===== src/rtl/apb_clk_cfg_bridge.sv =====
// APB slave bridging CPU register accesses onto the clock generator's req/ack config
// handshakes for the soc, per and cluster domains, plus a local lock/timeout status register.
module apb_clk_cfg_bridge #(
  parameter int TIMEOUT_CYCLES = 64,
  parameter int APB_ADDR_WIDTH = 12
) (
  input  logic                      clk_i,
  input  logic                      rstn_i,
  input  logic [APB_ADDR_WIDTH-1:0] PADDR,
  input  logic [31:0]               PWDATA,
  input  logic                      PWRITE,
  input  logic                      PSEL,
  input  logic                      PENABLE,
  output logic [31:0]               PRDATA,
  output logic                      PREADY,
  output logic                      PSLVERR,
  output logic                      soc_cfg_req_o,
  input  logic                      soc_cfg_ack_i,
  output logic [1:0]                soc_cfg_add_o,
  output logic [31:0]               soc_cfg_data_o,
  output logic                      soc_cfg_wrn_o,
  input  logic [31:0]               soc_cfg_r_data_i,
  input  logic                      soc_cfg_lock_i,
  output logic                      per_cfg_req_o,
  input  logic                      per_cfg_ack_i,
  output logic [1:0]                per_cfg_add_o,
  output logic [31:0]               per_cfg_data_o,
  output logic                      per_cfg_wrn_o,
  input  logic [31:0]               per_cfg_r_data_i,
  input  logic                      per_cfg_lock_i,
  output logic                      cluster_cfg_req_o,
  input  logic                      cluster_cfg_ack_i,
  output logic [1:0]                cluster_cfg_add_o,
  output logic [31:0]               cluster_cfg_data_o,
  output logic                      cluster_cfg_wrn_o,
  input  logic [31:0]               cluster_cfg_r_data_i,
  input  logic                      cluster_cfg_lock_i
);

  localparam int          CNT_W    = $clog2(TIMEOUT_CYCLES);
  localparam logic [31:0] TMO_DATA = 32'hDEAD_C1C0;

  typedef enum logic [1:0] {S_IDLE, S_REQ, S_RELEASE, S_RESP} state_t;

  state_t            r_state, w_next;
  logic [1:0]        r_dom;
  logic [1:0]        r_add;
  logic [31:0]       r_wdata;
  logic              r_wr;
  logic              r_err;
  logic [CNT_W-1:0]  r_cnt;
  logic [31:0]       r_prdata;
  logic [2:0]        r_tmo;

  logic              w_is_stat, w_dom_acc, w_stat_acc;
  logic              w_sel_ack, w_tmo_hit, w_tmo_event;
  logic [31:0]       w_sel_rdata, w_status;
  logic [2:0]        w_dom_oh, w_tmo_set, w_tmo_clr;
  logic              w_unused;

  assign w_is_stat  = (PADDR[5:4] == 2'b11);
  assign w_dom_acc  = (r_state == S_IDLE) && PSEL && PENABLE && !w_is_stat;
  assign w_stat_acc = (r_state == S_IDLE) && PSEL && PENABLE && w_is_stat;
  assign w_status   = {25'b0, r_tmo, 1'b0, cluster_cfg_lock_i, per_cfg_lock_i, soc_cfg_lock_i};
  assign w_tmo_hit  = (r_cnt == CNT_W'(TIMEOUT_CYCLES - 1));
  assign w_unused   = &{1'b0, PADDR[APB_ADDR_WIDTH-1:6], PADDR[1:0]};

  always_comb begin
    w_sel_ack   = 1'b0;
    w_sel_rdata = 32'b0;
    w_dom_oh    = 3'b000;
    case (r_dom)
      2'd0: begin w_sel_ack = soc_cfg_ack_i;     w_sel_rdata = soc_cfg_r_data_i;     w_dom_oh = 3'b001; end
      2'd1: begin w_sel_ack = per_cfg_ack_i;     w_sel_rdata = per_cfg_r_data_i;     w_dom_oh = 3'b010; end
      2'd2: begin w_sel_ack = cluster_cfg_ack_i; w_sel_rdata = cluster_cfg_r_data_i; w_dom_oh = 3'b100; end
      default: ;
    endcase
  end

  // Timeout fires only when the awaited ack edge has not arrived in the last allowed cycle.
  assign w_tmo_event = w_tmo_hit &&
                       (((r_state == S_REQ) && !w_sel_ack) || ((r_state == S_RELEASE) && w_sel_ack));
  assign w_tmo_set   = w_tmo_event ? w_dom_oh : 3'b000;
  assign w_tmo_clr   = (w_stat_acc && PWRITE) ? PWDATA[6:4] : 3'b000;

  always_ff @(posedge clk_i or negedge rstn_i) begin
    if (!rstn_i) r_state <= S_IDLE;
    else         r_state <= w_next;
  end

  always_comb begin
    w_next = r_state;
    case (r_state)
      S_IDLE:    if (w_dom_acc) w_next = S_REQ;
      S_REQ:     if (w_sel_ack) w_next = S_RELEASE;
                 else if (w_tmo_hit) w_next = S_RESP;
      S_RELEASE: if (!w_sel_ack || w_tmo_hit) w_next = S_RESP;
      S_RESP:    w_next = S_IDLE;
      default:   w_next = S_IDLE;
    endcase
  end

  always_ff @(posedge clk_i or negedge rstn_i) begin
    if (!rstn_i) begin
      r_dom    <= 2'b0;
      r_add    <= 2'b0;
      r_wdata  <= 32'b0;
      r_wr     <= 1'b0;
      r_err    <= 1'b0;
      r_cnt    <= '0;
      r_prdata <= 32'b0;
      r_tmo    <= 3'b0;
    end else begin
      if (w_dom_acc) begin
        r_dom   <= PADDR[5:4];
        r_add   <= PADDR[3:2];
        r_wdata <= PWDATA;
        r_wr    <= PWRITE;
        r_cnt   <= '0;
        r_err   <= 1'b0;
      end else if ((r_state == S_REQ) || (r_state == S_RELEASE)) begin
        r_cnt <= r_cnt + 1'b1;
      end
      if (w_tmo_event) r_err <= 1'b1;
      // A late-arriving timeout on a read overrides any data captured earlier in the handshake.
      if (w_tmo_event && !r_wr)
        r_prdata <= TMO_DATA;
      else if ((r_state == S_REQ) && w_sel_ack && !r_wr)
        r_prdata <= w_sel_rdata;
      else if (w_stat_acc && !PWRITE)
        r_prdata <= w_status;
      r_tmo <= (r_tmo & ~w_tmo_clr) | w_tmo_set;
    end
  end

  always_comb begin
    logic [2:0] w_req_oh, w_act_oh;
    w_req_oh = (r_state == S_REQ)  ? w_dom_oh : 3'b000;
    w_act_oh = (r_state != S_IDLE) ? w_dom_oh : 3'b000;

    PREADY  = (r_state == S_RESP) || w_stat_acc;
    PSLVERR = (r_state == S_RESP) && r_err;
    PRDATA  = (w_stat_acc && !PWRITE) ? w_status : r_prdata;

    soc_cfg_req_o      = w_req_oh[0];
    soc_cfg_add_o      = w_act_oh[0] ? r_add   : 2'b0;
    soc_cfg_data_o     = w_act_oh[0] ? r_wdata : 32'b0;
    soc_cfg_wrn_o      = w_act_oh[0] && r_wr;
    per_cfg_req_o      = w_req_oh[1];
    per_cfg_add_o      = w_act_oh[1] ? r_add   : 2'b0;
    per_cfg_data_o     = w_act_oh[1] ? r_wdata : 32'b0;
    per_cfg_wrn_o      = w_act_oh[1] && r_wr;
    cluster_cfg_req_o  = w_req_oh[2];
    cluster_cfg_add_o  = w_act_oh[2] ? r_add   : 2'b0;
    cluster_cfg_data_o = w_act_oh[2] ? r_wdata : 32'b0;
    cluster_cfg_wrn_o  = w_act_oh[2] && r_wr;
  end

endmodule


===== config.mk =====
export PLATFORM = sky130hd
export DESIGN_NAME = apb_clk_cfg_bridge
export DESIGN_NICKNAME = d
export VERILOG_FILES = /design/src/rtl/apb_clk_cfg_bridge.sv
export SDC_FILE = /design/constraint.sdc
export NUM_CORES = 1
export LEC_CHECK = 0
export ABC_AREA = 0
export CAP_MARGIN = 20
export CORE_ASPECT_RATIO = 0.5
export CORE_MARGIN = 2
export CORE_UTILIZATION = 30
export DETAILED_ROUTE_END_ITERATION = 6
export PLACE_DENSITY = 0.78
export SYNTH_ARGS = -nofsm -noshare
export SYNTH_HDL_FRONTEND = slang
export SYNTH_SLANG_ARGS = --single-unit
export TNS_END_PERCENT = 5

===== constraint.sdc =====
create_clock -name clk_i -period 1.97 [get_ports clk_i]
set_clock_uncertainty 0.15 [all_clocks]
set_input_delay 0.2955 -clock clk_i [delete_from_list [all_inputs] [get_ports clk_i]]
set_output_delay 0.2955 -clock clk_i [all_outputs]
set_load 0.05 [all_outputs]

==> flow_metrics.env <==
export IMPL_std_cell_rows=33
export IMPL_grt_pass1_wl_mm=31.1
export IMPL_areaGrowthSynthToFinish_pct=109
export IMPL_dieHeight_um=95.6
export IMPL_wl_per_cell_um=18.7
export IMPL_yosys_mux_area_fraction_pct=8.90
export IMPL_clock_root_buffer="clkbuf_16"
export IMPL_timing_final_ws_setup_ns=-0.506
export IMPL_grt_overflow=0
export IMPL_fmax_ghz=0.404
export IMPL_viasPerCell=4.90
export IMPL_power_uw=17900
export IMPL_syn_inst=588
export IMPL_tightest_slew_ns=0.450
export IMPL_setup_viol=160
export IMPL_drt_wl_total_mm=21.0
export IMPL_yosys_area_share_simple_pct=34.7
export IMPL_p_leak_uw=0.00472
export IMPL_port_buffers=284
export IMPL_cts_sinks=81
export IMPL_n_antenna_cell=0
export IMPL_drt_iter0_markers=302
export IMPL_cts_clk_slew_worst_paths_ns=0.06
export IMPL_htree_levels=3
export IMPL_ys_seq_elements=81
export IMPL_fin_nets=1047
export IMPL_yosys_warnings=0
export IMPL_final_fill_count=1178
export IMPL_synth_xor_area_share_pct=0.696
export IMPL_drv_cap=0
export IMPL_cts_tree="built"
export IMPL_critPathRequiredTime_ns=1.52
export IMPL_synth_edff_count=0
export IMPL_slew_headroom_pct=70.0
export IMPL_drtPass1Iterations=5
export IMPL_synth_compound_area_share_pct=9.32
export IMPL_syn_num_nets=745
export IMPL_synth_avg_cell_area_um2=8.56
export IMPL_grt_pass1_vias=5653
export IMPL_grt_start_max_net_pins=37
export IMPL_synth_top_family_by_area="simple AND/OR/NAND/NOR gates"
export IMPL_core_area_mm2=0.0164
export IMPL_period_needed_ns=2.48
export IMPL_num_io_pins=293
export IMPL_status="finished with violations"
export IMPL_vias=5494
export IMPL_start_util_pct=30.7
export IMPL_clock_path_buffers=2
export IMPL_rsz0062_at_grt="yes"
export IMPL_synthAdderAreaFrac_pct=1.49
export IMPL_die_w_um=187
export IMPL_dieArea_mm2=0.0179
export IMPL_synthDistinctLibCells=44
export IMPL_post_route_period_util_pct=126
export IMPL_cp_slowest_cell="or3_4"
export IMPL_critical_path_max_fanout=13
export IMPL_vdd_drop_max_mv=0.847
export IMPL_grt_usage_pct=22.2
export IMPL_remaining_drc_errors=0
export IMPL_clkLatencyLatePin_ns=0.34
export IMPL_critPathArrivalTime_ns=2.03
export IMPL_critical_path_class="register to output port"
export IMPL_finalHoldViolations=0
export IMPL_final_layout_size_suffix_gt1_share_pct=43.8
export IMPL_multiInputGateArea_mm2=0.00314
export IMPL_tns_ns=-50.86
export IMPL_final_max_slew_violation_count=0
export IMPL_critPathMaxStageDelay_ns=0.44
export IMPL_cp_end_kind="output port"
export IMPL_cts_buffers=9
export IMPL_hp_class="input pin to asynchronous set/reset pin"
export IMPL_postRouteAntennaNets=0
export IMPL_violations="negative setup slack"
export IMPL_start_kind="register"
export IMPL_postSynth_asyncResetShare_pct=100
export IMPL_gp_congestion=0.800
export IMPL_seqCellArea_mm2=0.00203
export IMPL_antenna_found_initial=0
export IMPL_synth_ff_type="dfrtp_1"
export IMPL_path_cells="inv_2 -> ha_4 -> nand3_4 -> or3_4 -> buf_16 -> and2_4 -> buf_12"
export IMPL_p_per_area_mw_per_mm2=1700
export IMPL_hpwl_mm=14.6
export IMPL_yosysSeqAreaShare_pct=40.3
export IMPL_synthesis_area_mm2=0.00503
==> cells by family after synthesis <==
group | after synthesis
simple gates | 344
flops | 81
compound gates | 64
buf+inv | 47
mux | 42
fa+ha+maj | 6
xor+xnor | 4
==> timing repair <==
item                                   in CTS  in global routing
setup buffers                               3                  2
pin swaps                                  25                 15
setup endpoints to repair                 172                213
endpoints found under the hold margin      25                  0
gates resized for setup                    58                 26
gates cloned                                2                  0
hold buffers                                1                  0
==> placed cells by master, fill, tap and decap left out, types with 4 or more instances in the layout <==
master	Yosys	routed
and2_2	0	84
ha_1	6	4
nand2_1	119	118
clkdlybuf4s50_1	0	141
mux2_2	19	17
buf_12	0	140
a211o_1	15	15
dfrtp_1	81	79
buf_8	0	8
nor2_2	0	5
mux2i_1	22	22
o211ai_1	5	5
nor2_1	57	52
clkbuf_16	0	9
and2_4	8	45
buf_6	4	9
nand3_1	4	4
a21oi_1	22	21
nor3_4	1	5
buf_4	4	33
a221oi_2	0	4
nor3_1	15	9
a221oi_1	12	8
==> cell usage after synthesis (all sizes together), types with 2 or more instances <==
cell type	number	area share [%]
mux2i	23	4.6
xor2	3	0.52
mux2	19	4.3
nor3b	2	0.52
nor2	57	4.3
or3	3	0.37
dfrtp	81	40
inv	3	0.22
a221oi	12	2.1
and3	3	0.37
a21oi	22	2.2
o211ai	5	0.75
a22o	2	0.35
nand2	119	8.9
nand3	5	0.60
and2	132	17
a211o	15	2.6
ha	6	1.5
clkbuf	27	2.0
o21ai	2	0.20
buf	16	2.3
nor3	17	2.0
nand4	2	0.25
==> layer usage <==
layer	share of wire, %	wire [µm]	GRT usage [%]	vias to the layer above
li1	-	-	-	2551
met4	3.0	626	9.92	0
met3	4.2	893	4.23	52
met5	0	0	0	-
met1	37	7860	24.7	2684
met2	55	11600	42.3	207
==> metrics by stage <==
step / worst slack [ns] / instances / cell area [µm²] / hold slack, ns / utilization [%]
2_1_floorplan: -0.142 / 588 / 5230 / -0.150 / -
3_3_place_gp: -0.352 / 1098 / 9850 / 0.0972 / 60.1
3_5_place_dp: -0.375 / 1098 / 9850 / 0.104 / 60.1
4_1_cts: -0.492 / 1120 / 10400 / 0.292 / 63.5
5_1_grt: -0.555 / 1122 / 10500 / 0.303 / 64.2
6_report: -0.506 / 1122 / 10500 / 0.283 / 64.2
==> state kept, by name, indices dropped and copies added, names as in the netlist <==
name,count
r_cnt,6
r_state,2
r_err,1
r_prdata,32
r_add,2
r_wdata,32
r_dom,2
r_tmo,3
r_wr,1
==> where the power goes <==
part	internal, µW	switching, µW
logic	6220	6980
clock network	1010	708
registers	2440	576
total	9670	8260
==> final cells by class <==
type	count	area share [%]
Clock inverter	5	0.523
Tap cell	227	2.70
Inverter	4	0.166
Clock buffer	11	2.31
Timing Repair Buffer	334	45.1
Sequential cell	81	19.3
Multi-Input combinational cell	460	29.9
==> worst max-delay path, delay by kind of cell, from the launching register on <==
family,cells,cell delay (ns)
and+or+nand+nor,3,0.70
buffers and inverters,3,0.42
DFF,1,0.39
adders and majority gates,1,0.18
==> final timing paths <==
kind                                end  slack [ns]        start  cells after the start
setup / recovery              PRDATA[3]       -0.51   r_state[0]                      7
hold / removal             r_prdata[14]        0.28       rstn_i                      2
setup reg to reg            r_prdata[8]       -0.29   r_state[0]                      9
hold reg to reg             r_wdata[10]        0.35  r_wdata[10]                      2
max in group asynchronous   r_wdata[22]        0.75       rstn_i                      3
min in group clk_i           r_wdata[2]        0.33    PWDATA[2]                      3
(Power assumes the default switching activity.)
